[src/rtl/led_pwm_fader.sv]
// Per-channel PWM LED driver with a linear soft fade toward req ? max_level : 0.
// Optional macro LED_PWM_ACTIVE_LOW_EN inverts the pin drive and makes the reset value all ones.
module led_pwm_fader #(
    parameter int          NCH      = 3,
    parameter int          PWM_BITS = 8,
    parameter int unsigned STEP_DIV = 105469
) (
    input  logic                clk,
    input  logic                rst,
    input  logic [NCH-1:0]      req,
    input  logic [PWM_BITS-1:0] max_level,
    output logic [NCH-1:0]      led,
    output logic [NCH-1:0]      fading
);

    localparam logic [31:0] STEP_LAST = 32'(STEP_DIV - 1);

`ifdef LED_PWM_ACTIVE_LOW_EN
    localparam logic [NCH-1:0] LED_OFF = '1;
    localparam logic           LED_INV = 1'b1;
`else
    localparam logic [NCH-1:0] LED_OFF = '0;
    localparam logic           LED_INV = 1'b0;
`endif

    logic [PWM_BITS-1:0] pwm_cnt;
    logic [31:0]         step_cnt;
    logic                step_tick;
    logic [PWM_BITS-1:0] level  [NCH];
    logic [PWM_BITS-1:0] target [NCH];
    logic [NCH-1:0]      led_next;

    assign step_tick = (step_cnt == STEP_LAST);

    // Shared PWM phase and fade-rate prescaler; all channels stay phase-aligned.
    always_ff @(posedge clk or posedge rst) begin
        if (rst) begin
            pwm_cnt  <= '0;
            step_cnt <= '0;
        end else begin
            pwm_cnt <= pwm_cnt + PWM_BITS'(1);
            if (step_tick) begin
                step_cnt <= '0;
            end else begin
                step_cnt <= step_cnt + 32'd1;
            end
        end
    end

    always_comb begin
        for (int i = 0; i < NCH; i++) begin
            target[i]   = req[i] ? max_level : '0;
            fading[i]   = (level[i] != target[i]);
            led_next[i] = (level[i] > pwm_cnt) ^ LED_INV;
        end
    end

    // One unit per step_tick toward the live target, so a reversal continues from the current level.
    always_ff @(posedge clk or posedge rst) begin
        if (rst) begin
            for (int i = 0; i < NCH; i++) begin
                level[i] <= '0;
            end
        end else if (step_tick) begin
            for (int i = 0; i < NCH; i++) begin
                if (level[i] < target[i]) begin
                    level[i] <= level[i] + PWM_BITS'(1);
                end else if (level[i] > target[i]) begin
                    level[i] <= level[i] - PWM_BITS'(1);
                end
            end
        end
    end

    always_ff @(posedge clk or posedge rst) begin
        if (rst) begin
            led <= LED_OFF;
        end else begin
            led <= led_next;
        end
    end

endmodule
[config.mk]
export PLATFORM = sky130hd
export DESIGN_NAME = led_pwm_fader
export DESIGN_NICKNAME = d
export VERILOG_FILES = /design/src/rtl/led_pwm_fader.sv
export SDC_FILE = /design/constraint.sdc
export NUM_CORES = 1
export LEC_CHECK = 0
export BUFFER_PORTS_ARGS = -buffer_cell sky130_fd_sc_hd__buf_2
export CORE_MARGIN = 2
export CORE_UTILIZATION = 28
export DETAILED_ROUTE_END_ITERATION = 16
export SYNTH_ARGS = -nofsm -noshare
export SYNTH_HDL_FRONTEND = slang
export SYNTH_SLANG_ARGS = --single-unit
export TNS_END_PERCENT = 5
[constraint.sdc]
create_clock -name clk -period 5.5 [get_ports clk]
set_input_delay 0.275 -clock clk [delete_from_list [all_inputs] [get_ports clk]]
set_output_delay 0.275 -clock clk [all_outputs]
set_load 0.01 [all_outputs]
=== After elaboration in Yosys (flattened, before gate mapping) ===
Index checks and enable logic that the tools add are counted.

* Output and inout port bits: 6
* Register bits after elaboration: 67
* Logic and storage cells: 43
* Input port bits: 13

* Order comparisons: 9
* Equality and inequality tests: 4
* Reduce and logical (&&, ||, !) cells: 6
* Add/sub/neg operators: 8
* Mux-type cells: 10

{| class="wikitable"
|+ Operators by type and width
! kind !! count
|-
| 8-bit 2-to-1 mux || 9
|-
| 8-bit > comparator || 6
|-
| 32-bit by 1-bit adder with 32-bit output (second input constant) || 1
|-
| 8-bit by 1-bit adder with 8-bit output (second input constant) || 4
|-
| 32-bit by 17-bit equality test with 1-bit output (second input constant) || 1
|-
| 32-bit 2-to-1 mux || 1
|-
| 8-bit less-than comparator || 3
|-
| 8-bit inequality test || 3
|-
| 8-bit by 1-bit subtractor with 8-bit output (second input constant) || 3
|-
| 2-bit AND reduction || 3
|-
| 2-bit nonzero test || 3
|}

=== Logic depth before layout (Yosys ltp) ===
* Word-level depth: 4
* Depth in mapped cells: 14
* Mapped depth without buffers: 13

=== Least setup slack after synthesis ===
OpenSTA, ideal clock, no wires.

* Kind: input to register
* Start point: input port req[0]
* End point: register level[22] (netlist name)
* Stages on the path: 14
* Path slack: 2479 ps
* Path buffers: 1
* Data required time: 5372 ps
* Arrival time: 2893 ps
* Setup time: 128 ps
* Path through: clkbuf_1 nand2_1 ha_1 nor2b_1 o21ai_0 a21boi_0 nand2b_1 fa_1 a21o_1 a21oi_1 o21bai_1 a21oi_1 xnor2_1 mux2_1

* Cells in the longest elaborated chain, start to end: 4
* Elaborated cells on any way between the ends: 6
* Classes of those cells: order compare (2); mux (2); reduce/logical (2)

{| class="wikitable"
|+ RTL lines
! element !! line !! text
|-
| start: declaration || 10 || <nowiki>input logic [NCH-1:0] req,</nowiki>
|-
| 8-bit 2-to-1 mux (*) || 52 || <nowiki>target[i] = req[i] ? max_level : '0;</nowiki>
|-
| 8-bit less-than comparator / 8-bit > comparator (equally long branches) || 66, 68 ||
|-
| 2-bit nonzero test (no source line) || -- ||
|-
| 2-bit AND reduction (no source line) || -- ||
|-
| end signal: indexed assignment || 67 || <nowiki>level[i] <= level[i] + PWM_BITS'(1);</nowiki>
|-
| end signal: indexed assignment || 69 || <nowiki>level[i] <= level[i] - PWM_BITS'(1);</nowiki>
|-
| end: declaration || 29 || <nowiki>logic [PWM_BITS-1:0] level [NCH];</nowiki>
|}

Every way passes the cells marked *; elsewhere a longest branch is shown, timed or not.
A chain may end at the register's enable or synchronous reset.

=== Worst setup path in the final report ===
* Start point: register level[9] (netlist name)
* End point: register level[14] (netlist name)

* Cells in the longest elaborated chain, start to end: 3
* Elaborated cells on any way between the ends: 8
* Classes of those cells: add/sub (2); order compare (2); mux (2); reduce/logical (2)

{| class="wikitable"
|+ RTL lines
! element !! line
|-
| 8-bit by 1-bit subtractor with 8-bit output (tied with other cells) || 69
|-
| 8-bit 2-to-1 mux / 2-bit nonzero test (equally long branches) || --
|-
| 8-bit 2-to-1 mux / 2-bit AND reduction (equally long branches) || --
|}

Parallel ways exist; a longest one is shown, timed or not. The select of a mux whose other input is x is not followed.

==> results.txt <==
RSZ-0062 raised after global routing -> no
top cell type's share of synthesized area -> 0.341
total CTS buffers -> 9
synthesized cell area -> 0.00492 sq mm
adder-cell share of the synthesized area -> 0.188
critical path class -> flip-flop to flip-flop
Netlist cell types -> 50
CP Data Arrival Time -> 3470 ps
Seq/Total Area, Yosys -> 0.341
status -> finished, final reports clean
Async SR Flop Fraction -> 1.00
clock edge transition at the registers on the reported setup and hold paths -> 60 ps
H-tree Lvls -> 3
max-slew violation count -> 0
CTS Buffer Depth -> 2
die area -> 0.0186 sq mm
Avg WL per Cell -> 14.7 microns
Final Net Count -> 613
Mapped Cells -> 509
critical path capture point type -> flip-flop
share of cells above drive strength 1 -> 0.0976
Ys Warns -> 0
post-cts sizing count -> 0
Design Area, Final -> 0.00556 sq mm
proportion of synthesized area in mux cells -> 0.0343
Placement Setup Slack -> 2280 ps
Hold Buf Count CTS -> 0
largest net degree at the start of global routing -> 68
I/O pin cnt -> 19
first-pass GRT wire length -> 19100 microns
startpoint types -> flip-flop
Fin Hold WS -> 207 ps
final core occ -> 0.322
cell area power density -> 250 mW/mm^2
Core ar. -> 0.0172 sq mm
Seq cells post-synth -> 67
DP Wirelength -> 8320 microns
Setup-failing EPs final -> 0
Leak -> 2.55 nW
Row Count -> 48
Root Buffer -> clkbuf_16
Final WS setup -> 2240 ps
routability congestion estimate -> 0.840
Synth Area in XOR/XNOR -> 0.0801
Port Buffers -> 18
Initial Utilization -> 0.285
GRT Util Overall -> 0.129
Tcrit/Tclk final -> 0.592
Layout fillers -> 1773
n_diodes -> 0
largest family of logic cells by synthesized area -> simple AND/OR/NAND/NOR gates
HP Class -> input pin to async pin
Primary FF master, synth -> dfrtp_1
Required @ worst endpoint -> 5720 ps
clock latency on the worst-skew pair -> 330 ps
CTS sink count -> 67
initial antenna violation count -> 0
total negative slack -> 0 ps
Final Hold Viols -> 0
chip height -> 137 microns
Post-DRT Antenna Nets -> 0
Vias/cell -> 5.02
Worst Tran Pin Value -> 861 ps
VDD IR-drop max -> 0.146 mV
number of iterations in the first detailed-routing pass -> 5
Synth area leaders -> dfrtp_1 (34%), ha_1 (18%), xnor2_1 (6.9%), nand2_1 (3.4%), mux2_1 (2.7%)
Detailed Route WL -> 11100 microns
Post-synth EDFFs -> 0
Max-slew headroom -> 0.426
Area Overhead vs Synth -> 13.0%
DR iter-0 viols -> 162
CTS tree -> yes
leading area contributor after synthesis -> dfrtp_1
clk_skew -> 6.44 ps
Peak Freq -> 307 MHz
Synth Area in Simple Gates -> 0.189
DP Area -> 0.00525 sq mm
Post-CTS Setup Inserts -> 0
number of remaining DRC errors -> 0
worst-path fanout max -> 7
via count -> 3808
Net Count, Synth -> 594
total grt overflow -> 0
vias in the first global route -> 3890
reported max-cap violation count -> 0
Die X -> 137 microns
fraction of the mapped netlist area in compound gates -> 0.143
crit path time final -> 3260 ps
Avg Synthesized Cell Area -> 9.66 sq um
[cell type report]
type,count,area [sq um],area share
Clock buffer,11,253,0.0455
Clock inverter,5,60.1,0.0108
Inverter,19,71.3,0.0128
Multi-Input combinational cell,412,3120,0.561
Sequential cell,67,1680,0.302
Tap cell,225,282,0.0507
Timing Repair Buffer,19,97.6,0.0176
[per-layer routing]
layer	global-route usage	routed length, microns	vias up
li1	-	-	1888
met1	0.170	5210	1849
met2	0.217	5310	60
met3	0.0278	481	11
met4	0.0318	108	0
met5	0	0	-
[report_power, final]
group          leakage [nW]  switching (W)  total (W)  internal, W
Sequential            0.892      0.0000183   0.000525     0.000506
Combinational          1.51       0.000145   0.000263     0.000118
Clock                 0.152       0.000224   0.000602     0.000377
[per-stage QoR]
stage               power, W  std cells
CTS                  0.00140        758
global placement    0.000781        742
finish               0.00139        758
floorplan           0.000730        509
global route         0.00147        758
detailed placement  0.000793        742
[cells in the final DEF, fill, tap and decap left out, drive strengths merged, types with 7 or more instances in the layout]
cell type and n:
a21o 13, and2 9, nor2 32, nand2b 9, nand3 14, and4 9
nand4 15, o21ai 29, clkbuf 11, buf 19, nor3 7, inv 20
nor4 9, xnor2 39, dfrtp 67, mux2 15, a21oi 27, ha 69
o21a 12, nand2 46
[flip-flops by register name, indices dropped and copies added (netlist names)]
name,count
step_cnt,32
led,3
pwm_cnt,8
level,24
[cells in the mapped netlist, types with 6 or more instances]
| cell | n |
|---|---|
| inv_1 | 19 |
| a211oi_1 | 6 |
| o21a_1 | 12 |
| ha_1 | 69 |
| and4_1 | 9 |
| xor2_1 | 6 |
| nand2b_1 | 8 |
| nor3_1 | 7 |
| a21oi_1 | 26 |
| nor2_1 | 25 |
| nor4_1 | 8 |
| nand3_1 | 14 |
| and2_1 | 9 |
| nand2_1 | 45 |
| nand4_1 | 14 |
| xnor2_1 | 39 |
| dfrtp_1 | 67 |
| a21o_1 | 13 |
| clkbuf_1 | 7 |
| o21ai_0 | 17 |
| o21ai_1 | 12 |
| mux2_1 | 12 |
| o31ai_1 | 6 |
| nor2b_1 | 6 |
[path summary, 6_finish.rpt]
kind	slack, ps	depth (start not counted)	from	endpoint
worst max register to register	2240	12	level[9]$_DFFE_PP0P_	level[14]$_DFFE_PP0P_
worst max-delay path	2240	12	level[9]$_DFFE_PP0P_	level[14]$_DFFE_PP0P_
worst min-delay path	210	3	rst	level[4]$_DFFE_PP0P_
min in group clk	470	1	pwm_cnt[7]$_DFF_PP0_	pwm_cnt[7]$_DFF_PP0_
max in group asynchronous	4750	3	rst	level[17]$_DFFE_PP0P_
worst min register to register	470	1	pwm_cnt[7]$_DFF_PP0_	pwm_cnt[7]$_DFF_PP0_
[worst max-delay path, stage by stage (launching register included)]
cell	delay [ps]
dfrtp_1	460
ha_1	330
nor2b_1	140
o211ai_1	200
a21boi_0	170
nand2b_1	320
fa_1	470
a21o_1	180
a21oi_1	240
o21bai_1	100
a21oi_1	190
xnor2_1	90
mux2_2	260
[cells by family after synthesis]
family,Yosys count
AND/OR/NAND/NOR,168
AO/OA/AOI/OAI,112
adder cells (fa/ha/maj),72
flip-flops,67
XOR/XNOR,45
buffers and inverters,30
multiplexers,15
Power figures use the tool's default switching activity.
